[config.mk]
export PLATFORM = sky130hd
export DESIGN_NAME = uart_result_tx
export DESIGN_NICKNAME = d
export VERILOG_FILES = /design/src/rtl/uart_pkg.sv /design/src/rtl/uart_baud_gen.sv /design/src/rtl/uart_result_tx.sv
export SDC_FILE = /design/constraint.sdc
export NUM_CORES = 1
export LEC_CHECK = 0
export BUFFER_PORTS_ARGS = -buffer_cell sky130_fd_sc_hd__clkbuf_2
export CAP_MARGIN = 20
export CORE_MARGIN = 2
export CORE_UTILIZATION = 49
export CTS_CLUSTER_DIAMETER = 100
export DETAILED_ROUTE_END_ITERATION = 16
export PLACE_DENSITY = 0.74
export SYNTH_ARGS = -nofsm -noshare
export SYNTH_HDL_FRONTEND = slang
export SYNTH_SLANG_ARGS = --single-unit
[constraint.sdc]
create_clock -name clk -period 4.35 [get_ports clk]
set_input_delay 0.435 -clock clk [delete_from_list [all_inputs] [get_ports clk]]
set_output_delay 0.435 -clock clk [all_outputs]
set_load 0.02 [all_outputs]
[src/rtl/uart_pkg.sv]
// Shared definitions for the result UART transmitter: state encoding,
// frame geometry and the baud divisor helper.
package uart_pkg;

    typedef enum logic [1:0] {
        ST_IDLE  = 2'd0,
        ST_START = 2'd1,
        ST_DATA  = 2'd2,
        ST_STOP  = 2'd3
    } uart_state_e;

    localparam int DATA_BITS = 8;
    localparam int NUM_BYTES = 2;

    // Clock cycles per bit; integer truncation of the ratio.
    function automatic int UART_DIV(input int clk_freq, input int baud);
        return clk_freq / baud;
    endfunction

endpackage

[src/rtl/uart_baud_gen.sv]
// Bit-period counter: counts 0..DIV-1, wraps, and flags the last cycle of
// each bit period. The FSM restarts it when a new frame pair begins so the
// first start bit is exactly DIV cycles long.
module uart_baud_gen #(
    parameter int DIV = 868
) (
    input  logic clk,
    input  logic rst,
    input  logic restart,
    output logic tick
);

    localparam int W = (DIV > 2) ? $clog2(DIV) : 1;
    localparam logic [W-1:0] LAST = W'(DIV - 1);

    logic [W-1:0] cnt_d;
    logic [W-1:0] cnt_q;

    // Next count: restart wins, otherwise wrap at the last cycle of a bit.
    always_comb begin
        cnt_d = cnt_q;
        if (restart) begin
            cnt_d = {W{1'b0}};
        end else if (cnt_q == LAST) begin
            cnt_d = {W{1'b0}};
        end else begin
            cnt_d = cnt_q + {{(W-1){1'b0}}, 1'b1};
        end
    end

    // Counter register with asynchronous active-low reset.
    always_ff @(posedge clk or negedge rst) begin
        if (!rst) begin
            cnt_q <= {W{1'b0}};
        end else begin
            cnt_q <= cnt_d;
        end
    end

    assign tick = (cnt_q == LAST);

endmodule

[src/rtl/uart_result_tx.sv]
// Sends a 16-bit result word as two 8N1 bytes, high byte first, using a
// valid/ready capture so the line is never disturbed by upstream changes.
module uart_result_tx
    import uart_pkg::*;
#(
    parameter int clk_freq       = 50000000,
    parameter int uart_baud_rate = 57600,
    parameter int p_N            = 16
) (
    input  logic           clk,
    input  logic           rst,
    input  logic [p_N-1:0] i_data,
    input  logic           i_valid,
    output logic           o_ready,
    output logic           uart_txd,
    output logic           o_busy,
    output logic           o_done
);

    localparam int DIV = UART_DIV(clk_freq, uart_baud_rate);
    localparam logic [2:0] LAST_BIT  = 3'(DATA_BITS - 1);
    localparam logic       LAST_BYTE = 1'(NUM_BYTES - 1);

    uart_state_e    state_d, state_q;
    logic [p_N-1:0] buf_d, buf_q;
    logic [2:0]     bit_d, bit_q;
    logic           byte_d, byte_q;
    logic           txd_d, txd_q;
    logic           done_d, done_q;
    logic           restart_s;
    logic           tick_s;
    logic [2:0]     nxt_bit_s;

    uart_baud_gen #(.DIV(DIV)) u_baud (
        .clk     (clk),
        .rst     (rst),
        .restart (restart_s),
        .tick    (tick_s)
    );

    assign nxt_bit_s = bit_q + 3'd1;

    // Next-state logic; txd_d is the line level for the next cycle so the
    // pin is driven straight from a flop. Byte 0 lives in buf[15:8], so the
    // bit index is {~byte, bit}.
    always_comb begin
        state_d   = state_q;
        buf_d     = buf_q;
        bit_d     = bit_q;
        byte_d    = byte_q;
        txd_d     = txd_q;
        done_d    = 1'b0;
        restart_s = 1'b0;
        case (state_q)
            ST_IDLE: begin
                if (i_valid) begin
                    state_d   = ST_START;
                    buf_d     = i_data;
                    byte_d    = 1'b0;
                    bit_d     = 3'd0;
                    txd_d     = 1'b0;
                    restart_s = 1'b1;
                end else begin
                    txd_d = 1'b1;
                end
            end
            ST_START: begin
                if (tick_s) begin
                    state_d = ST_DATA;
                    bit_d   = 3'd0;
                    txd_d   = buf_q[{~byte_q, 3'd0}];
                end else begin
                    txd_d = 1'b0;
                end
            end
            ST_DATA: begin
                if (tick_s) begin
                    if (bit_q == LAST_BIT) begin
                        state_d = ST_STOP;
                        txd_d   = 1'b1;
                    end else begin
                        bit_d = nxt_bit_s;
                        txd_d = buf_q[{~byte_q, nxt_bit_s}];
                    end
                end else begin
                    txd_d = buf_q[{~byte_q, bit_q}];
                end
            end
            ST_STOP: begin
                if (tick_s) begin
                    if (byte_q == LAST_BYTE) begin
                        state_d = ST_IDLE;
                        txd_d   = 1'b1;
                        done_d  = 1'b1;
                    end else begin
                        state_d = ST_START;
                        byte_d  = LAST_BYTE;
                        txd_d   = 1'b0;
                    end
                end else begin
                    txd_d = 1'b1;
                end
            end
            default: begin
                state_d = ST_IDLE;
                txd_d   = 1'b1;
            end
        endcase
    end

    // FSM and datapath registers; reset drives the line high immediately.
    always_ff @(posedge clk or negedge rst) begin
        if (!rst) begin
            state_q <= ST_IDLE;
            buf_q   <= {p_N{1'b0}};
            bit_q   <= 3'd0;
            byte_q  <= 1'b0;
            txd_q   <= 1'b1;
            done_q  <= 1'b0;
        end else begin
            state_q <= state_d;
            buf_q   <= buf_d;
            bit_q   <= bit_d;
            byte_q  <= byte_d;
            txd_q   <= txd_d;
            done_q  <= done_d;
        end
    end

    assign o_ready  = (state_q == ST_IDLE);
    assign o_busy   = (state_q != ST_IDLE);
    assign uart_txd = txd_q;
    assign o_done   = done_q;

endmodule
; ---- Word level (Yosys, flattened, before mapping)
; Index checks and enable logic that the tools add are counted.
[totals]
regBits = 34
inputBits = 19
elab_cells = 66
[classes]
add_sub_neg = 2
order_cmp = 3
eq_ne = 11
muxes = 34
bitwise_logic = 1
n_reduce_logical = 8
[op_table]
columns = op, n
row1 = 10-bit 2-to-1 mux, 2
row2 = 1-bit 2-to-1 mux, 17
row3 = 4-bit by 5-bit less-than comparator with 1-bit output (second input constant), 3
row4 = 3-bit 2-to-1 mux, 4
row5 = 2-bit != test (second input constant), 6
row6 = 10-bit by 1-bit adder with 10-bit output (second input constant), 1
row7 = 10-bit == test (second input constant), 1
row8 = 2-bit 2-to-1 mux, 5
row9 = 5-bit AND reduction, 2
row10 = 3-bit case mux with 3 select lines, 1
row11 = 1-bit binary-select mux with 4-bit select, 2
row12 = 2-bit case mux with 4 select lines, 1
row13 = 2-bit == test (second input constant), 2
row14 = 1-bit case mux with 4 select lines, 1
row15 = 2-bit nonzero test, 2
row16 = 3-bit by 1-bit adder with 3-bit output (second input constant), 1
row17 = 3-bit == test (second input constant), 1
row18 = 3-bit AND reduction, 1
row19 = 3-bit nonzero test, 1
row20 = 2-bit by 1-bit == test with 1-bit output (second input constant), 1
row21 = 2-bit logical NOT, 1
row22 = 1-bit case mux with 2 select lines, 1
row23 = 2-bit AND reduction, 1
row24 = 1-bit inverter, 1

; ---- Depth between registers and ports, before layout
[logic_depth]
word_depth = 6
ltp_mapped = 7
mapped_depth_nobuf = 6

; ---- Hierarchy
; A second synthesis with hierarchy kept.
[hier_totals]
cells_unflattened = 159
hier_area_um2 = 1930.6
[by_module_without_submodules]
columns = mod, n_inst, cells_per_inst, area_each_um2, seq_area_each_um2
row1 = uart_result_tx, 1, 107, 1395.1, 601.8
row2 = uart_baud_gen, 1, 52, 535.5, 250.2

; ---- Least setup slack after synthesis
; OpenSTA, ideal clock, no wires.
[synth_timing]
path_type = register to register
from = register bit_q[0]
to = register txd_q, in the netlist uart_txd
t_arrival_ps = 1878
t_required_ps = 4266
slack_ps = 2388
path_stages_with_launch = 6
path_buffers = 0
synth_period_minus_slack_ps = 1962
path_cell_list = dfrtp_1 -> ha_1 -> mux4_2 -> mux2i_1 -> a221oi_1 -> a311o_1
[synth_between]
elab_chain_len = 6
elab_cells_between_ends = 9
classes_between = add/sub (1) / eq/ne (1) / mux (7)
[synth_rtl]
columns = item, line
row1 = start: declaration, uart_result_tx.sv:26  ; logic [2:0] bit_d, bit_q;
row2 = start signal: assignment, uart_result_tx.sv:123  ; bit_q <= bit_d;
row3 = 3-bit by 1-bit adder with 3-bit output, uart_result_tx.sv:41  ; assign nxt_bit_s = bit_q + 3'd1;
row4 = 1-bit binary-select mux with 4-bit select, uart_result_tx.sv:83  ; txd_d = buf_q[{~byte_q, nxt_bit_s}];
row5 = 1-bit 2-to-1 mux (implied by the code), uart_result_tx.sv:83
row6 = 1-bit 2-to-1 mux, uart_result_tx.sv:78  ; if (bit_q == LAST_BIT) begin
row7 = 1-bit 2-to-1 mux (*), uart_result_tx.sv:77  ; if (tick_s) begin
row8 = 1-bit case mux with 4 select lines (*), uart_result_tx.sv:54  ; case (state_q)
row9 = net txd_d, uart_result_tx.sv:28  ; logic txd_d, txd_q;
row10 = end signal: assignment, uart_result_tx.sv:125  ; txd_q <= txd_d;
row11 = end: declaration, uart_result_tx.sv:28
; The timed path passes the listed nets; every way through them passes the cells marked *. The select of a mux whose other input is x is not followed.
; A chain may end at the register's enable or synchronous reset.

; ---- Worst setup path after layout
[layout_timing]
from = register state_q[0]
to = register u_baud.cnt_q[2]
[layout_between]
elab_chain_len = 3
[layout_rtl]
columns = item, line
row1 = start: declaration, uart_result_tx.sv:24  ; uart_state_e state_d, state_q;
row2 = start signal: assignment, uart_result_tx.sv:121  ; state_q <= state_d;
row3 = 2-bit logical NOT, uart_result_tx.sv:54
row4 = 1-bit 2-to-1 mux, uart_result_tx.sv:54
row5 = 10-bit 2-to-1 mux, uart_baud_gen.sv:22  ; if (restart) begin
row6 = net u_baud.cnt_d[2], uart_baud_gen.sv:16  ; logic [W-1:0] cnt_d;
row7 = end signal: assignment, uart_baud_gen.sv:34  ; cnt_q <= {W{1'b0}};
row8 = end signal: assignment, uart_baud_gen.sv:36  ; cnt_q <= cnt_d;
row9 = end: declaration, uart_baud_gen.sv:17  ; logic [W-1:0] cnt_q;
; The timed path passes the listed nets, and every way through them passes these cells.

==> reports/metrics.cfg <==
[timing]
setup_viol = 0
fin_skew_ns = 0.00901
layout_min_cycle_time_ns = 2.16
slew_viol_final = 0
rsz0062_at_grt = false
fmax_ghz = 0.462
period_share_pct = 49.8
fin_setup_tns_ns = 0
worst_pin_slew_ns = 0.842
hold_slack_ns = 0.243
timing_hold_violations_final = 0
max_slew_margin_pct = 43.8

[final_layout]
drive_gt1_share_pct = 31.4
syn_to_final_growth_pct = 10.7
seqCellArea_um2 = 852
layout_commonest_cell = dfrtp_1
fillCellCount = 332
layout.nets = 211
layout_common_cells = 33 x dfrtp_1, 22 x clkbuf_2, 17 x mux2_2
n_antenna_cell = 0
multi_input_area_um2 = 1060

[global_routing]
grt_pass1_vias = 1420
globalRouteTotalUtil_pct = 20.8
grt-ovfl-total = 0
grt_max_degree = 35
grt_first_pass_wirelength_mm = 6.91
antenna_found_initial = 0

[synthesis]
synthArstFlopShare_pct = 100
ys_ff_latch = 34
yosysWarnings = 0
ys_types = 49
syn_nets = 187
ys_seq_area_share_pct = 43.1
synthFlopType = dfrtp_1
netlist_area_um2 = 1980
avgSynthCellArea_um2 = 12.3
syn_inst = 161
synth_enable_flop_cells = 0

[setup_path]
crit_required_ns = 4.50
crit_start = state_q[0]
path_buf_inv = 1
critPathKind = reg -> reg
cp_slowest_cell = nand2_1
reg2reg_from = state_q[0]
worstPathArrival_ns = 2.32
cp_top_family = simple AND/OR/NAND/NOR gates
start_kind = register
cpMostUsedCell = nand2_1
r2r_cells = 5
cp-end-kind = register
cp_max_fo = 19
cp.depth = 5
slowest_delay_ns = 0.53
endpoint = u_baud.cnt_q[2]
crit_chain = inv_1 > ha_1 > nand2_1 > nand2_1 > nor2_1
reg2reg_slack_ns = 2.19
regToRegEndpoint = u_baud.cnt_q[2]

[power_and_ir_drop]
seqPwrFrac_pct = 57.3
powerDensity_nw_per_um2 = 252
ir_drop_uv = 182
combPwrFrac_pct = 2.7
internal_power_uw = 432
p_switching_uw = 120
p_leak_uw = 0.00106
clock_power_share_pct = 40.0
switching_share_pct = 21.7

[clock_tree]
cts_resized = 0
cts_tree = yes
clkSinkCount = 34
clk_latency_ns = 0.29
htreeDepth = 2
cts.path.max_buffers = 2
cts-root-buf = clkbuf_8
cts.hold.buffers_added = 0
path_clk_slew_ns = 0.07
cts_setup_buffers = 0
cts_buffers = 5

[floorplanning]
die_area_um2 = 4560
die_y_um = 67.5
core_area_um2 = 3940
die_w_um = 67.5
rows = 23
io_pins = 23
initial_core_util_pct = 50.1

[drt]
firstDrtPassIters = 4
detail_route.wl_per_cell_um = 17.2
ant_nets = 0
vias_per_cell = 5.84
drt-total-wl_mm = 4.05
drc = 0
drt-initial-drc-count = 47
via_count = 1372

[placement]
place_hpwl_mm = 2.96
port-buffer-count = 22
globalplace.congestion = 0.860

[job]
max_cap_viol_count = 0

[hold_path]
min_path_type = in -> async

[status]
status = finished, final reports clean

area by class of cell:
cell class | instances | area share, %
Multi-Input combinational cell | 115 | 48.3
Inverter | 7 | 1.20
Timing Repair Buffer | 22 | 5.03
Sequential cell | 34 | 38.9
Tap cell | 50 | 2.86
Clock inverter | 1 | 0.343
Clock buffer | 6 | 3.32
cell families after synthesis:
group | synth area share (%)
compound gates | 9.68
xor+xnor | 3.54
fa+ha+maj | 4.43
buf+inv | 3.42
flops | 43.1
mux | 22.6
simple gates | 13.2
flip-flops by register name, indices dropped and copies added, names as in the netlist:
signal        flops
bit_q             3
state_q           2
buf_q            16
o_done            1
byte_q            1
uart_txd          1
u_baud.cnt_q     10
power by group through the flow:
stage / Combinational, uW / Clock [uW] / Sequential (uW)
2_1_floorplan: 0.740 / 0 / 322
3_3_place_gp: 14.7 / 0 / 322
3_5_place_dp: 15.4 / 0 / 322
4_1_cts: 15.6 / 226 / 316
5_1_grt: 17.0 / 241 / 316
6_report: 14.8 / 220 / 316
worst min path at each step:
stage / startpoint / end / slack (ns)
after floorplan: rst / bit_q[0] / 0.14
after global placement: u_baud.cnt_q[0] / u_baud.cnt_q[0] / 0.48
after detailed placement: u_baud.cnt_q[0] / u_baud.cnt_q[0] / 0.50
after CTS: rst / u_baud.cnt_q[4] / 0.28
after global routing: rst / u_baud.cnt_q[4] / 0.31
final: rst / u_baud.cnt_q[8] / 0.24
Yosys cell counts (all sizes together), types with 4 or more instances:
cell | n | area (um2)
dfrtp | 33 | 826
nor2 | 12 | 45.0
o31ai | 4 | 35.0
nand4 | 4 | 25.0
inv | 7 | 26.3
nand3 | 7 | 40.0
nor3 | 4 | 20.0
mux2 | 17 | 191
ha | 7 | 87.6
mux4 | 8 | 195
nand2 | 5 | 18.8
mux2i | 6 | 60.1
xnor2 | 5 | 43.8
routing by layer:
metal / track usage (%) / routed length, um / vias to the layer above
met1: 28.3 / 1840 / 667
met4: 8.93 / 76 / 0
met5: 0 / 0 / -
li1: - / - / 657
met3: 5.33 / 186 / 7
met2: 31.4 / 1950 / 41
metrics by stage:
stage,power [uW],worst slack [ns],instance area [um2],instances,utilization [%]
2_1_floorplan,323,2.39,1980,161,-
3_3_place_gp,337,2.32,2110,228,53.5
4_1_cts,557,2.15,2190,235,55.5
6_report,551,2.19,2190,235,55.5
5_1_grt,574,1.98,2190,235,55.5
3_5_place_dp,338,2.17,2110,228,53.5
Note: power is estimated with default switching activity, not from simulation.
